===== src/rtl/uart_rxfsm.sv =====
// UART receive state machine running from a 16x baud clock.
// Synchronizes the serial input, frames start/data/parity/stop bits with
// 2-of-3 majority sampling at mid-bit, and reports each received byte to
// the RX FIFO together with single-cycle status pulses.
//
//   state  | meaning
//   -------+------------------------------------------------------------
//   IDLE   | waiting for a falling edge on the synchronized input
//   START  | qualifying the start bit; a high majority is a glitch
//   DATA   | shifting in 8 data bits, LSB first
//   PARITY | checking the parity bit against the received byte
//   STOP1  | first stop bit: byte handoff, framing and parity reporting
//   STOP2  | optional second stop bit: framing check only
module uart_rxfsm (
  input  logic       reset_n,
  input  logic       baud_clk_16x,
  input  logic       cfg_rx_enable,
  input  logic       cfg_stop_bit,
  input  logic [1:0] cfg_pri_mod,
  input  logic       fifo_full,
  output logic       fifo_wr,
  output logic [7:0] fifo_data,
  output logic       frm_err,
  output logic       par_err,
  output logic       overrun,
  input  logic       si
);

  typedef enum logic [2:0] {
    IDLE   = 3'd0,
    START  = 3'd1,
    DATA   = 3'd2,
    PARITY = 3'd3,
    STOP1  = 3'd4,
    STOP2  = 3'd5
  } state_t;

  state_t     state_q, state_d;
  logic       si_meta_q, si_meta_d;
  logic       si_s_q, si_s_d;
  logic       si_d_q, si_d_d;
  logic [3:0] divcnt_q, divcnt_d;
  logic [2:0] cnt_q, cnt_d;
  logic [7:0] rxdata_q, rxdata_d;
  logic       perr_q, perr_d;
  logic       smp7_q, smp7_d;
  logic       smp8_q, smp8_d;
  logic [7:0] fifo_data_q, fifo_data_d;
  logic       fifo_wr_q, fifo_wr_d;
  logic       frm_err_q, frm_err_d;
  logic       par_err_q, par_err_d;
  logic       overrun_q, overrun_d;

  logic       maj;
  logic       mid_bit;
  logic       end_bit;
  logic       par_exp;

  // Majority of the three mid-bit samples; only meaningful when divcnt is 9,
  // where the third sample is the live synchronized input.
  assign maj     = (smp7_q & smp8_q) | (smp7_q & si_s_q) | (smp8_q & si_s_q);
  assign mid_bit = (divcnt_q == 4'd9);
  assign end_bit = (divcnt_q == 4'd15);
  assign par_exp = cfg_pri_mod[0] ? ~^rxdata_q : ^rxdata_q;

  // Next-state, datapath and output-pulse logic.
  always_comb begin
    state_d     = state_q;
    si_meta_d   = si;
    si_s_d      = si_meta_q;
    si_d_d      = si_s_q;
    divcnt_d    = (state_q == IDLE) ? 4'd0 : divcnt_q + 4'd1;
    cnt_d       = cnt_q;
    rxdata_d    = rxdata_q;
    perr_d      = perr_q;
    smp7_d      = (divcnt_q == 4'd7) ? si_s_q : smp7_q;
    smp8_d      = (divcnt_q == 4'd8) ? si_s_q : smp8_q;
    fifo_data_d = fifo_data_q;
    fifo_wr_d   = 1'b0;
    frm_err_d   = 1'b0;
    par_err_d   = 1'b0;
    overrun_d   = 1'b0;

    if (!cfg_rx_enable) begin
      state_d  = IDLE;
      divcnt_d = 4'd0;
      cnt_d    = 3'd0;
      rxdata_d = 8'h00;
      perr_d   = 1'b0;
    end else begin
      case (state_q)
        IDLE: begin
          // Edge-qualified so a line stuck low after a break is not re-framed.
          if (si_d_q && !si_s_q) begin
            state_d  = START;
            divcnt_d = 4'd0;
            perr_d   = 1'b0;
          end
        end
        START: begin
          if (mid_bit && maj) begin
            state_d  = IDLE;
            divcnt_d = 4'd0;
          end else if (end_bit) begin
            state_d = DATA;
            cnt_d   = 3'd0;
          end
        end
        DATA: begin
          if (mid_bit) rxdata_d[cnt_q] = maj;
          if (end_bit) begin
            if (cnt_q == 3'd7) state_d = cfg_pri_mod[1] ? PARITY : STOP1;
            else cnt_d = cnt_q + 3'd1;
          end
        end
        PARITY: begin
          if (mid_bit) perr_d = (maj != par_exp);
          if (end_bit) state_d = STOP1;
        end
        STOP1: begin
          if (mid_bit) begin
            fifo_data_d = rxdata_q;
            fifo_wr_d   = !fifo_full;
            overrun_d   = fifo_full;
            par_err_d   = perr_q;
            frm_err_d   = !maj;
            // Leaving at mid stop bit lets the next start edge be caught early.
            if (!cfg_stop_bit) begin
              state_d  = IDLE;
              divcnt_d = 4'd0;
            end
          end else if (end_bit) begin
            state_d = STOP2;
          end
        end
        STOP2: begin
          if (mid_bit) begin
            frm_err_d = !maj;
            state_d   = IDLE;
            divcnt_d  = 4'd0;
          end
        end
        default: begin
          state_d  = IDLE;
          divcnt_d = 4'd0;
        end
      endcase
    end
  end

  // State, synchronizer and output registers with asynchronous reset.
  always_ff @(posedge baud_clk_16x or negedge reset_n) begin
    if (!reset_n) begin
      state_q     <= IDLE;
      si_meta_q   <= 1'b1;
      si_s_q      <= 1'b1;
      si_d_q      <= 1'b1;
      divcnt_q    <= 4'd0;
      cnt_q       <= 3'd0;
      rxdata_q    <= 8'h00;
      perr_q      <= 1'b0;
      smp7_q      <= 1'b1;
      smp8_q      <= 1'b1;
      fifo_data_q <= 8'h00;
      fifo_wr_q   <= 1'b0;
      frm_err_q   <= 1'b0;
      par_err_q   <= 1'b0;
      overrun_q   <= 1'b0;
    end else begin
      state_q     <= state_d;
      si_meta_q   <= si_meta_d;
      si_s_q      <= si_s_d;
      si_d_q      <= si_d_d;
      divcnt_q    <= divcnt_d;
      cnt_q       <= cnt_d;
      rxdata_q    <= rxdata_d;
      perr_q      <= perr_d;
      smp7_q      <= smp7_d;
      smp8_q      <= smp8_d;
      fifo_data_q <= fifo_data_d;
      fifo_wr_q   <= fifo_wr_d;
      frm_err_q   <= frm_err_d;
      par_err_q   <= par_err_d;
      overrun_q   <= overrun_d;
    end
  end

  assign fifo_wr   = fifo_wr_q;
  assign fifo_data = fifo_data_q;
  assign frm_err   = frm_err_q;
  assign par_err   = par_err_q;
  assign overrun   = overrun_q;

endmodule

===== config.mk =====
export PLATFORM = sky130hd
export DESIGN_NAME = uart_rxfsm
export DESIGN_NICKNAME = d
export VERILOG_FILES = /design/src/rtl/uart_rxfsm.sv
export SDC_FILE = /design/constraint.sdc
export NUM_CORES = 1
export LEC_CHECK = 0
export BUFFER_PORTS_ARGS = -buffer_cell sky130_fd_sc_hd__buf_2
export CAP_MARGIN = 20
export CORE_MARGIN = 2
export CORE_UTILIZATION = 55
export DETAILED_ROUTE_END_ITERATION = 6
export PLACE_DENSITY = 0.75
export SYNTH_ARGS = -nofsm -noshare
export SYNTH_HDL_FRONTEND = slang
export SYNTH_SLANG_ARGS = --single-unit

===== constraint.sdc =====
create_clock -name baud_clk_16x -period 3.3 [get_ports baud_clk_16x]
set_input_delay 0.165 -clock baud_clk_16x [delete_from_list [all_inputs] [get_ports baud_clk_16x]]
set_output_delay 0.165 -clock baud_clk_16x [all_outputs]
set_load 0.01 [all_outputs]

==> flow_summary.json <==
{
  "cts_buffers": 5,
  "fp.dieW_um": 64.2,
  "dpl.hpwl_um": 2440,
  "fp.dieH_um": 64.2,
  "initial_utilization": 0.584,
  "drt-initial-drc-count": 99,
  "core_area_mm2": 0.00342,
  "rows": 21,
  "peakVddDrop_uv": 270,
  "grt_max_degree": 37,
  "wl_per_cell_um": 13.7,
  "insertion_delay_ns": 0.34,
  "rr_endpoint": "state_q[0]",
  "final_cells": 255,
  "cp.arrival_ns": 2.28,
  "p_clk_frac": 0.231,
  "slew_headroom": 0.483,
  "drive_above_1_share": 0.268,
  "routabilityCongestion": 0.840,
  "fmax_ghz": 0.489,
  "skew_ns": 0.0111,
  "swShare": 0.353,
  "tns_ns": 0,
  "reg2reg_depth": 7,
  "cts_sinks": 36,
  "cts_resized": 0,
  "grt_pass1_vias": 1379,
  "postCtsSetupRepairBufs": 0,
  "regArea_um2": 907,
  "min_period_ns": 2.04,
  "cap_violations": 0,
  "r2r_setup_slack_ns": 1.26,
  "portBuffers": 19,
  "yosys_warnings": 0,
  "cts_tree": "yes",
  "p_total_w": 0.00101,
  "grt_pass1_wl_um": 6310,
  "grt.overflow.total": 0,
  "num_antenna_cells": 0,
  "p_seq_frac": 0.524,
  "vias": 1396,
  "post-route-period-util": 0.620,
  "cts_hold_repair.buffers": 3,
  "startpoint_type": "register",
  "fin_nets": 221,
  "r2r_start": "cnt_q[0]",
  "area_delta_synth_final_pct": 8.03,
  "syn-instance-count": 188,
  "seq_area_frac_synth": 0.455,
  "finalWirelength_um": 3500,
  "grt_usage": 0.195,
  "end_kind": "register",
  "die_area_mm2": 0.00413,
  "post-route-drc-count": 0,
  "startpoint": "cnt_q[0]",
  "netlist_area_mm2": 0.00200,
  "p_leak_nw": 1.06,
  "final_cell_mix": "31 x dfrtp_1, 19 x buf_2, 15 x o21ai_0, 15 x nor2_1, 10 x inv_1",
  "worst_pin_slew_ns": 0.775,
  "p_per_area_mw_per_mm2": 469,
  "path_class": "register to register",
  "setup_slack_ns": 1.26,
  "p_sw_w": 0.000357,
  "pre_cts_slack_ns": 1.28,
  "final_antenna_net_count": 0,
  "htree_num_levels": 2,
  "n_fill_cell": 299,
  "hp-class": "primary input to register",
  "rsz0062_at_grt": "no",
  "num_io_pins": 20,
  "antenna_found_initial": 0,
  "synth_cell_types": 50,
  "clkTransAtPathRegs_ns": 0.11,
  "p_comb_frac": 0.245,
  "whs_ns": 0.152,
  "worstPathMaxFanout": 13,
  "dp_cells": 244,
  "multi_input_area_um2": 972,
  "drv_slew": 0,
  "synth_seq_cells": 36,
  "avgSynthCellArea_um2": 10.6,
  "setup-violations-final": 0,
  "status": "complete, no violations",
  "finalHoldViolations": 0,
  "cp.required_ns": 3.53,
  "viasPerCell": 5.47,
  "syn_nets": 201,
  "cts-root-buf": "clkbuf_4",
  "dr.pass1.iters": 4,
  "endpoint": "state_q[0]",
  "cts.path.max_buffers": 2,
  "final_common_cell": "dfrtp_1",
  "p_int_w": 0.000655
}
[sequential cells by signal, summed over array words and instances (netlist names), 3 cells and up]
name,count
divcnt_q,4
rxdata_q,8
fifo_data,8
state_q,3
cnt_q,3
[cell type report]
class / instances / area share
multi-input cells: 133 / 0.451
flip-flops and latches: 36 / 0.421
repair buffers: 22 / 0.0580
well taps: 46 / 0.0267
clock buffers: 5 / 0.0174
inverters: 10 / 0.0174
clock inverters: 3 / 0.00871
[through the flow]
step / cell area [um2] / utilization
after floorplan: 2000 / -
after global placement: 2070 / 0.606
after detailed placement: 2070 / 0.606
after CTS: 2160 / 0.631
after global routing: 2160 / 0.631
final: 2160 / 0.631
[synthesized netlist by cell type, drive strengths merged]
library cell	number	area, um2
o21a	1	7.51
maj3	1	13.8
clkbuf	3	21.3
o31a	1	17.5
o32ai	1	8.76
a21boi	1	7.51
nand2	9	41.3
or4	1	7.51
dfstp	5	131
and2b	2	17.5
nand3b	2	27.5
and4	1	8.76
nor3	5	40.0
a31oi	2	12.5
nor2b	4	27.5
and3b	1	8.76
dfrtp	31	776
nand3	10	62.6
nand4	2	12.5
o211ai	1	7.51
buf	6	57.6
xnor2	8	70.1
o21bai	1	7.51
a311oi	1	15.0
mux2	9	101
a21oi	6	33.8
a22o	1	8.76
nor2	15	56.3
and3	2	12.5
nand2b	4	25.0
and2	4	25.0
o22ai	3	25.0
inv	10	37.5
mux2i	6	60.1
ha	5	62.6
o31ai	3	22.5
o21ai	16	83.8
xor2	3	26.3
a22oi	1	7.51
[power by group through the flow]
stage	logic (W)	registers, W	clock network, W
after floorplan	0.000269	0.000487	0
after global placement	0.000235	0.000535	0
after detailed placement	0.000244	0.000537	0
after CTS	0.000249	0.000529	0.000242
after global routing	0.000287	0.000539	0.000264
final	0.000248	0.000530	0.000233
[worst min-delay path by stage]
stage | from | to | slack [ns] | cells past startpoint
final | cfg_rx_enable | frm_err | 0.15 | 3
after global routing | cfg_rx_enable | frm_err | 0.15 | 3
after CTS | cfg_rx_enable | frm_err | 0.14 | 3
after detailed placement | si | si_meta_q | 0.27 | 1
after global placement | reset_n | overrun | 0.27 | 1
after floorplan | reset_n | cnt_q[0] | -0.13 | 0
[worst max-delay path: stages (launching register included)]
cell     delay, ns
dfrtp_1       0.52
ha_1          0.27
ha_1          0.21
nor2_1        0.13
a21oi_1       0.09
o32ai_1       0.45
a21oi_2       0.14
mux2i_1       0.14
[cells by family after synthesis]
kind of cell,count (synthesis),share of synthesized area
AO/OA/AOI/OAI,39,0.133
XOR/XNOR,11,0.0483
adder cells (fa/ha/maj),6,0.0382
buffers and inverters,19,0.0583
flip-flops,36,0.455
multiplexers,15,0.0809
AND/OR/NAND/NOR,62,0.187
[routing by layer]
metal / share of wire / vias to the layer above / track usage / wire, um
li1: - / 694 / - / -
met1: 0.48 / 653 / 0.263 / 1670
met2: 0.46 / 44 / 0.311 / 1610
met3: 0.054 / 5 / 0.0599 / 188
met4: 0.0071 / 0 / 0.0399 / 25
met5: 0 / - / 0 / 0
Note: power is estimated with default switching activity, not from simulation.
